### src/rtl/dec_pkg.sv
// Shared decode definitions: opcodes, ALU operation codes, FSM states and
// the ID/EX register layout used by the decode stage.
package dec_pkg;

  localparam logic [31:0] DEC_NOP    = 32'h0000_0033;
  localparam logic [31:0] INST_ECALL  = 32'h0000_0073;
  localparam logic [31:0] INST_EBREAK = 32'h0010_0073;

  localparam logic [6:0] OPC_OP       = 7'b0110011;
  localparam logic [6:0] OPC_OP_IMM   = 7'b0010011;
  localparam logic [6:0] OPC_LOAD     = 7'b0000011;
  localparam logic [6:0] OPC_STORE    = 7'b0100011;
  localparam logic [6:0] OPC_BRANCH   = 7'b1100011;
  localparam logic [6:0] OPC_JAL      = 7'b1101111;
  localparam logic [6:0] OPC_JALR     = 7'b1100111;
  localparam logic [6:0] OPC_LUI      = 7'b0110111;
  localparam logic [6:0] OPC_AUIPC    = 7'b0010111;
  localparam logic [6:0] OPC_SYSTEM   = 7'b1110011;
  localparam logic [6:0] OPC_MISC_MEM = 7'b0001111;

  typedef enum logic [3:0] {
    ALU_ADD  = 4'd0,
    ALU_SUB  = 4'd1,
    ALU_SLL  = 4'd2,
    ALU_SLT  = 4'd3,
    ALU_SLTU = 4'd4,
    ALU_XOR  = 4'd5,
    ALU_SRL  = 4'd6,
    ALU_SRA  = 4'd7,
    ALU_OR   = 4'd8,
    ALU_AND  = 4'd9
  } alu_op_e;

  typedef enum logic {
    ST_RUN  = 1'b0,
    ST_HALT = 1'b1
  } dec_state_e;

  typedef struct packed {
    logic        vld;
    logic [31:0] inst;
    logic [31:0] pc;
    logic [31:0] imm;
    logic [31:0] rs1_rdata;
    logic [31:0] rs2_rdata;
    logic [4:0]  rs1;
    logic [4:0]  rs2;
    logic [4:0]  rd;
    alu_op_e     alu_op;
    logic        alu_src;
    logic        mem_read;
    logic        mem_write;
    logic [2:0]  funct3;
    logic        reg_write;
    logic        branch;
    logic [2:0]  opsel;
    logic        jal;
    logic        jalr;
    logic        lui;
    logic        auipc;
    logic        halt;
    logic        illegal;
  } idex_t;

  // Bubble: everything cleared, instruction field shows the canonical NOP.
  function automatic idex_t idex_bubble(input logic [31:0] nop);
    idex_t b;
    b      = '0;
    b.inst = nop;
    return b;
  endfunction

  // funct3 to ALU op; alt selects SUB/SRA where funct3 is shared.
  function automatic alu_op_e alu_op_from_f3(input logic [2:0] f3, input logic alt);
    alu_op_e op;
    case (f3)
      3'b000:  op = alt ? ALU_SUB : ALU_ADD;
      3'b001:  op = ALU_SLL;
      3'b010:  op = ALU_SLT;
      3'b011:  op = ALU_SLTU;
      3'b100:  op = ALU_XOR;
      3'b101:  op = alt ? ALU_SRA : ALU_SRL;
      3'b110:  op = ALU_OR;
      default: op = ALU_AND;
    endcase
    return op;
  endfunction

endpackage

### src/rtl/dec_stage_imm_gen.sv
// Immediate generator: picks the RV32I immediate format from the opcode and
// sign-extends to 32 bits. Formats without an immediate yield zero.
module imm_gen
  import dec_pkg::*;
(
  input  logic [31:0] inst,
  output logic [31:0] imm
);

  // Format select by opcode
  always_comb begin
    imm = '0;
    case (inst[6:0])
      OPC_OP_IMM, OPC_LOAD, OPC_JALR:
        imm = {{20{inst[31]}}, inst[31:20]};
      OPC_STORE:
        imm = {{20{inst[31]}}, inst[31:25], inst[11:7]};
      OPC_BRANCH:
        imm = {{19{inst[31]}}, inst[31], inst[7], inst[30:25], inst[11:8], 1'b0};
      OPC_LUI, OPC_AUIPC:
        imm = {inst[31:12], 12'h000};
      OPC_JAL:
        imm = {{11{inst[31]}}, inst[31], inst[19:12], inst[20], inst[30:21], 1'b0};
      default:
        imm = '0;
    endcase
  end

endmodule

### src/rtl/dec_stage.sv
// RV32I instruction decode stage: register-file addressing, control decode,
// load-use stall detection, sticky halt, and the ID/EX pipeline register.
module dec_stage
  import dec_pkg::*;
#(
  parameter int unsigned XLEN     = 32,
  parameter logic [31:0] NOP_INST = DEC_NOP
) (
  input  logic            i_clk,
  input  logic            i_rst,
  input  logic [31:0]     i_inst,
  input  logic [XLEN-1:0] i_pc,
  input  logic            i_vld,
  input  logic            i_flush,
  input  logic            i_ex_mem_read,
  input  logic [4:0]      i_ex_rd,
  output logic [4:0]      o_rs1_raddr,
  output logic [4:0]      o_rs2_raddr,
  input  logic [XLEN-1:0] i_rs1_rdata,
  input  logic [XLEN-1:0] i_rs2_rdata,
  output logic            o_hold,
  output logic            o_vld,
  output logic [31:0]     o_inst,
  output logic [XLEN-1:0] o_pc,
  output logic [XLEN-1:0] o_imm,
  output logic [XLEN-1:0] o_rs1_rdata,
  output logic [XLEN-1:0] o_rs2_rdata,
  output logic [4:0]      o_rs1,
  output logic [4:0]      o_rs2,
  output logic [4:0]      o_rd,
  output logic [3:0]      o_alu_op,
  output logic            o_alu_src,
  output logic            o_mem_read,
  output logic            o_mem_write,
  output logic [2:0]      o_funct3,
  output logic            o_reg_write,
  output logic            o_branch,
  output logic [2:0]      o_opsel,
  output logic            o_jal,
  output logic            o_jalr,
  output logic            o_lui,
  output logic            o_auipc,
  output logic            o_halt,
  output logic            o_illegal
);

  dec_state_e  state_q, state_d;
  idex_t       idex_q, idex_d, dec;
  logic [31:0] imm;
  logic [6:0]  opcode;
  logic [6:0]  funct7;
  logic [2:0]  funct3;
  logic [4:0]  rs1, rs2, rd;
  logic        rs1_used, rs2_used, illegal, wr_en, hazard;

  assign opcode = i_inst[6:0];
  assign rd     = i_inst[11:7];
  assign funct3 = i_inst[14:12];
  assign rs1    = i_inst[19:15];
  assign rs2    = i_inst[24:20];
  assign funct7 = i_inst[31:25];

  assign o_rs1_raddr = rs1;
  assign o_rs2_raddr = rs2;

  imm_gen u_imm_gen (
    .inst (i_inst),
    .imm  (imm)
  );

  // Decode the current IF/ID instruction into a full ID/EX record
  always_comb begin
    dec           = idex_bubble(NOP_INST);
    rs1_used      = 1'b0;
    rs2_used      = 1'b0;
    illegal       = 1'b0;
    wr_en         = 1'b0;
    dec.vld       = 1'b1;
    dec.inst      = i_inst;
    dec.pc        = i_pc;
    dec.imm       = imm;
    dec.rs1_rdata = i_rs1_rdata;
    dec.rs2_rdata = i_rs2_rdata;
    dec.rs1       = rs1;
    dec.rs2       = rs2;
    dec.rd        = rd;
    case (opcode)
      OPC_OP: begin
        rs1_used   = 1'b1;
        rs2_used   = 1'b1;
        wr_en      = 1'b1;
        dec.alu_op = alu_op_from_f3(funct3, i_inst[30]);
        if (!(funct7 == 7'h00 ||
              (funct7 == 7'h20 && (funct3 == 3'b000 || funct3 == 3'b101))))
          illegal = 1'b1;
      end
      OPC_OP_IMM: begin
        rs1_used    = 1'b1;
        wr_en       = 1'b1;
        dec.alu_src = 1'b1;
        // inst[30] only distinguishes SRAI; for ADDI it is an immediate bit
        dec.alu_op  = alu_op_from_f3(funct3, (funct3 == 3'b101) && i_inst[30]);
        if (funct3 == 3'b001 && funct7 != 7'h00)
          illegal = 1'b1;
        if (funct3 == 3'b101 && funct7 != 7'h00 && funct7 != 7'h20)
          illegal = 1'b1;
      end
      OPC_LOAD: begin
        rs1_used     = 1'b1;
        wr_en        = 1'b1;
        dec.alu_src  = 1'b1;
        dec.mem_read = 1'b1;
        dec.funct3   = funct3;
        if (funct3 == 3'b011 || funct3 == 3'b110 || funct3 == 3'b111)
          illegal = 1'b1;
      end
      OPC_STORE: begin
        rs1_used      = 1'b1;
        rs2_used      = 1'b1;
        dec.alu_src   = 1'b1;
        dec.mem_write = 1'b1;
        dec.funct3    = funct3;
        if (funct3 > 3'b010)
          illegal = 1'b1;
      end
      OPC_BRANCH: begin
        rs1_used   = 1'b1;
        rs2_used   = 1'b1;
        dec.branch = 1'b1;
        dec.opsel  = funct3;
        dec.alu_op = ALU_SUB;
        if (funct3 == 3'b010 || funct3 == 3'b011)
          illegal = 1'b1;
      end
      OPC_JAL: begin
        wr_en       = 1'b1;
        dec.alu_src = 1'b1;
        dec.jal     = 1'b1;
      end
      OPC_JALR: begin
        rs1_used    = 1'b1;
        wr_en       = 1'b1;
        dec.alu_src = 1'b1;
        dec.jalr    = 1'b1;
        if (funct3 != 3'b000)
          illegal = 1'b1;
      end
      OPC_LUI: begin
        wr_en       = 1'b1;
        dec.alu_src = 1'b1;
        dec.lui     = 1'b1;
      end
      OPC_AUIPC: begin
        wr_en       = 1'b1;
        dec.alu_src = 1'b1;
        dec.auipc   = 1'b1;
      end
      OPC_MISC_MEM: begin
        if (funct3 != 3'b000)
          illegal = 1'b1;
      end
      OPC_SYSTEM: begin
        if (i_inst == INST_ECALL || i_inst == INST_EBREAK)
          dec.halt = 1'b1;
        else
          illegal = 1'b1;
      end
      default: illegal = 1'b1;
    endcase
    dec.reg_write = wr_en && (rd != 5'd0);
    // Illegal keeps the data fields for trap reporting but drops every control
    if (illegal) begin
      dec.alu_op    = ALU_ADD;
      dec.alu_src   = 1'b0;
      dec.mem_read  = 1'b0;
      dec.mem_write = 1'b0;
      dec.funct3    = 3'b000;
      dec.reg_write = 1'b0;
      dec.branch    = 1'b0;
      dec.opsel     = 3'b000;
      dec.jal       = 1'b0;
      dec.jalr      = 1'b0;
      dec.lui       = 1'b0;
      dec.auipc     = 1'b0;
      dec.halt      = 1'b0;
      dec.illegal   = 1'b1;
      rs1_used      = 1'b0;
      rs2_used      = 1'b0;
    end
  end

  assign hazard = i_vld && i_ex_mem_read && (i_ex_rd != 5'd0) &&
                  ((rs1_used && rs1 == i_ex_rd) || (rs2_used && rs2 == i_ex_rd));

  // Next state, stall request and ID/EX load selection (flush > hazard > load)
  always_comb begin
    state_d = state_q;
    o_hold  = 1'b0;
    idex_d  = idex_bubble(NOP_INST);
    case (state_q)
      ST_RUN: begin
        if (i_flush) begin
          idex_d = idex_bubble(NOP_INST);
        end else if (hazard) begin
          o_hold = 1'b1;
        end else if (i_vld) begin
          idex_d = dec;
          if (dec.halt || dec.illegal)
            state_d = ST_HALT;
        end
      end
      ST_HALT: begin
        idex_d = idex_bubble(NOP_INST);
      end
      default: state_d = ST_RUN;
    endcase
  end

  // State and ID/EX pipeline register
  always_ff @(posedge i_clk) begin
    if (i_rst) begin
      state_q <= ST_RUN;
      idex_q  <= idex_bubble(NOP_INST);
    end else begin
      state_q <= state_d;
      idex_q  <= idex_d;
    end
  end

  assign o_vld       = idex_q.vld;
  assign o_inst      = idex_q.inst;
  assign o_pc        = idex_q.pc;
  assign o_imm       = idex_q.imm;
  assign o_rs1_rdata = idex_q.rs1_rdata;
  assign o_rs2_rdata = idex_q.rs2_rdata;
  assign o_rs1       = idex_q.rs1;
  assign o_rs2       = idex_q.rs2;
  assign o_rd        = idex_q.rd;
  assign o_alu_op    = idex_q.alu_op;
  assign o_alu_src   = idex_q.alu_src;
  assign o_mem_read  = idex_q.mem_read;
  assign o_mem_write = idex_q.mem_write;
  assign o_funct3    = idex_q.funct3;
  assign o_reg_write = idex_q.reg_write;
  assign o_branch    = idex_q.branch;
  assign o_opsel     = idex_q.opsel;
  assign o_jal       = idex_q.jal;
  assign o_jalr      = idex_q.jalr;
  assign o_lui       = idex_q.lui;
  assign o_auipc     = idex_q.auipc;
  assign o_halt      = idex_q.halt;
  assign o_illegal   = idex_q.illegal;

endmodule

### config.mk
export PLATFORM = sky130hd
export DESIGN_NAME = dec_stage
export DESIGN_NICKNAME = d
export VERILOG_FILES = /design/src/rtl/dec_pkg.sv /design/src/rtl/dec_stage_imm_gen.sv /design/src/rtl/dec_stage.sv
export SDC_FILE = /design/constraint.sdc
export NUM_CORES = 1
export LEC_CHECK = 0
export CELL_PAD_IN_SITES_DETAIL_PLACEMENT = 1
export CELL_PAD_IN_SITES_GLOBAL_PLACEMENT = 1
export CORE_MARGIN = 2
export CORE_UTILIZATION = 25
export DETAILED_ROUTE_END_ITERATION = 8
export PLACE_DENSITY = 0.78
export SLEW_MARGIN = 20
export SYNTH_ARGS = -nofsm -noshare
export SYNTH_HDL_FRONTEND = slang
export SYNTH_HIERARCHICAL = 1
export SYNTH_SLANG_ARGS = --single-unit
### constraint.sdc
create_clock -name i_clk -period 3.5 [get_ports i_clk]
set_clock_uncertainty 0.15 [all_clocks]
set_input_delay 0.875 -clock i_clk [delete_from_list [all_inputs] [get_ports i_clk]]
set_output_delay 0.875 -clock i_clk [all_outputs]
set_load 0.02 [all_outputs]
==> impl_metrics.env <==
export IMPL_slew_violations=0
export IMPL_place_hpwl_um=19000
export IMPL_rsz0062_at_grt="true"
export IMPL_ios=346
export IMPL_wl_per_cell_um=18.9
export IMPL_failed_checks="setup timing"
export IMPL_drive_gt1_share_pct=18.6
export IMPL_synthFlopType="dfxtp_1"
export IMPL_total_power_mw=4.68
export IMPL_core_area_um2=25000
export IMPL_start_util_pct=25.3
export IMPL_final_hold_viol_count=0
export IMPL_grt_usage_pct=18.4
export IMPL_clock_latency_ns=0.42
export IMPL_yosys_top_cells_count="183 x dfxtp_1, 152 x and2_1, 39 x buf_4"
export IMPL_max_cap_viol_count=0
export IMPL_syn_area_um2=6340
export IMPL_gp_congestion=0.875
export IMPL_finalCritPeriodShare_pct=107
export IMPL_cp_required_ns=2.47
export IMPL_cts_buffers=17
export IMPL_chipHeight_um=163
export IMPL_synth_nets=731
export IMPL_period_minus_slack_ns=3.73
export IMPL_synth_seq_cells=183
export IMPL_path_clk_slew_ns=0.08
export IMPL_synth_area_leaders="dfxtp_1 58%, and2_1 15%, buf_4 4.6%"
export IMPL_maxSlewHeadroom_pct=67.6
export IMPL_p_per_area_nw_per_um2=414
export IMPL_drt_total_wl_um=25200
export IMPL_cts_htree_levels=4
export IMPL_fin_nets=1128
export IMPL_num_rows=58
export IMPL_first_global_vias=6101
export IMPL_cts_buffer_depth=2
export IMPL_worst_pin_slew_ns=0.485
export IMPL_grt_max_degree=75
export IMPL_ys_types=57
export IMPL_synth_cells=593
export IMPL_num_vias=5738
export IMPL_worstPathArrival_ns=2.71
export IMPL_ys_seq_area_share_pct=57.7
export IMPL_area_growth_pct=78.2
export IMPL_crit_fanout=2
export IMPL_vias_per_cell=4.30
export IMPL_antenna_found_initial=3
export IMPL_drt_pass1_iterations=5
export IMPL_ctsRootBufferMaster="clkbuf_16"
export IMPL_placement_cell_area_um2=10400
export IMPL_overflow=0
export IMPL_ir_worst_vdd_mv=0.291
export IMPL_synth_avg_cell_area_um2=10.7
export IMPL_setup_viol=1
export IMPL_fmax_ghz=0.268
export IMPL_dp_slack_ns=-1.09
export IMPL_drc=0
export IMPL_status="finished, violations left"
export IMPL_fin_ws_ns=-0.234
export IMPL_ys_async_sr_fraction_pct=0
export IMPL_hold_class="reg2reg"
export IMPL_die_w_um=163
export IMPL_io_buffers=345
export IMPL_antenna_left=0
export IMPL_critPathLaunchType="primary input"
export IMPL_yosysTopAreaCell="dfxtp_1"
export IMPL_synth_edff_count=0
export IMPL_final_util_pct=45.2
export IMPL_end_kind="output pin"
export IMPL_fin_hold_ws_ns=0.471
export IMPL_postLayoutCellArea_um2=11300
export IMPL_synth_most_common_cell="dfxtp_1"
export IMPL_grt_pass1_wl_um=36900
export IMPL_p_leak_nw=4.49
export IMPL_first_iter_violations=237
export IMPL_die_area_um2=26700
export IMPL_worstSetupPathType="in2out"
export IMPL_cts_sinks=183
export IMPL_cts_tree="built"
export IMPL_yosysWarnings=6
export IMPL_synth_top_area_share_pct=57.7
export IMPL_ctsHoldBuffers=0
per-layer routing:
metal | vias to the layer above | part of all wire [%] | track usage (%) | routed length (um)
li1 | 2733 | - | - | -
met1 | 2744 | 39 | 20.1 | 9870
met2 | 228 | 52 | 33.9 | 13000
met3 | 31 | 7.1 | 5.89 | 1800
met4 | 2 | 1.9 | 4.99 | 478
met5 | - | 0.052 | 0 | 13
report_power, final:
part / internal, mW / switching (mW) / leakage [nW]
Clock: 0.981 / 0.992 / 0.295
Sequential: 2.12 / 0.0139 / 1.48
Combinational: 0.317 / 0.259 / 2.71
Total: 3.42 / 1.27 / 4.49
cells by family after synthesis:
kind of cell / after synthesis / synth area share (%)
AND/OR/NAND/NOR: 266 / 26.0
buffers and inverters: 66 / 6.55
multiplexers: 3 / 0.473
XOR/XNOR: 11 / 1.52
flip-flops: 183 / 57.7
AO/OA/AOI/OAI: 64 / 7.77
final timing paths:
check | start | end | slack [ns] | cells past startpoint
worst max-delay path | i_inst[11] | o_hold | -0.23 | 8
worst min-delay path | state_q | state_q | 0.47 | 1
worst min register to register | state_q | state_q | 0.47 | 1
worst max register to register | state_q | o_rs1_rdata[28] | 1.60 | 4
cell type report:
class                      count  area (um^2)
fill                        2742        13700
sequential                   183         3660
clock inverter                15          193
clock buffer                  17          425
timing repair buffer         440         4170
antenna                        2         5.00
multi-input combinational    344         2420
tap                          330          413
inverter                       4         15.0
worst max-delay path: stages:
cell and delay, ns:
dlygate4sd2_1 0.24, or4_4 0.58, nor2_4 0.19, a31oi_4 0.11
a31oi_4 0.17, and3_4 0.22, nor3b_4 0.18, buf_6 0.14
registers in the layout, indices dropped and copies added (netlist names):
| signal | cells |
|---|---|
| o_alu_op | 4 |
| o_alu_src | 1 |
| o_auipc | 1 |
| o_branch | 1 |
| o_funct3 | 3 |
| o_halt | 1 |
| o_illegal | 1 |
| o_imm | 32 |
| o_inst | 20 |
| o_jal | 1 |
| o_jalr | 1 |
| o_lui | 1 |
| o_mem_read | 1 |
| o_mem_write | 1 |
| o_opsel | 3 |
| o_pc | 32 |
| o_rd | 4 |
| o_reg_write | 1 |
| o_rs1 | 4 |
| o_rs1_rdata | 32 |
| o_rs2 | 4 |
| o_rs2_rdata | 32 |
| o_vld | 1 |
| state_q | 1 |
timing repair:
item | 4_1_cts | 5_1_grt
gates cloned | 1 | 0
setup buffers | 15 | 9
gates resized for setup | 73 | 33
endpoints found under the hold margin | 0 | 0
setup endpoints to repair | 1 | 2
pin swaps | 19 | 16
placed cells by master, fill, tap and decap left out, types with 3 or more instances in the layout:
cell type        synthesis  routed
nor2b_1                  7       7
dlymetal6s2s_1           0       5
nand3_1                 16      16
a31oi_4                  1       3
clkbuf_16                0      17
nor4_1                  12       8
nand2_1                 14      13
nor3_1                  11      10
dfxtp_1                183     183
nor2_1                  11       9
clkbuf_2                 0       9
o21ai_0                 16      16
dlygate4sd2_1            0      13
inv_1                    4       4
xor2_1                  11      11
nand2b_1                 9       9
inv_8                    0       4
and2b_1                  3       3
and2_1                 152     152
buf_4                   39      88
clkdlybuf4s50_1          0     312
and4_1                   4       3
mux2i_1                  3       3
o211ai_1                 4       4
or4_4                    0       3
a21oi_1                 11       9
nor4_2                   0       4
a22o_1                   4       4
a21o_2                   8       8
buf_12                   0       3
clkinv_8                 0       6
buf_6                    1       7
through the flow:
step / std cells / TNS (ns)
final: 1335 / -0.234
after global routing: 1333 / -0.369
after CTS: 1325 / -0.410
after detailed placement: 1278 / -14.29
after global placement: 1278 / -2.95
after floorplan: 593 / -0.164
Note: power is estimated with default switching activity, not from simulation.
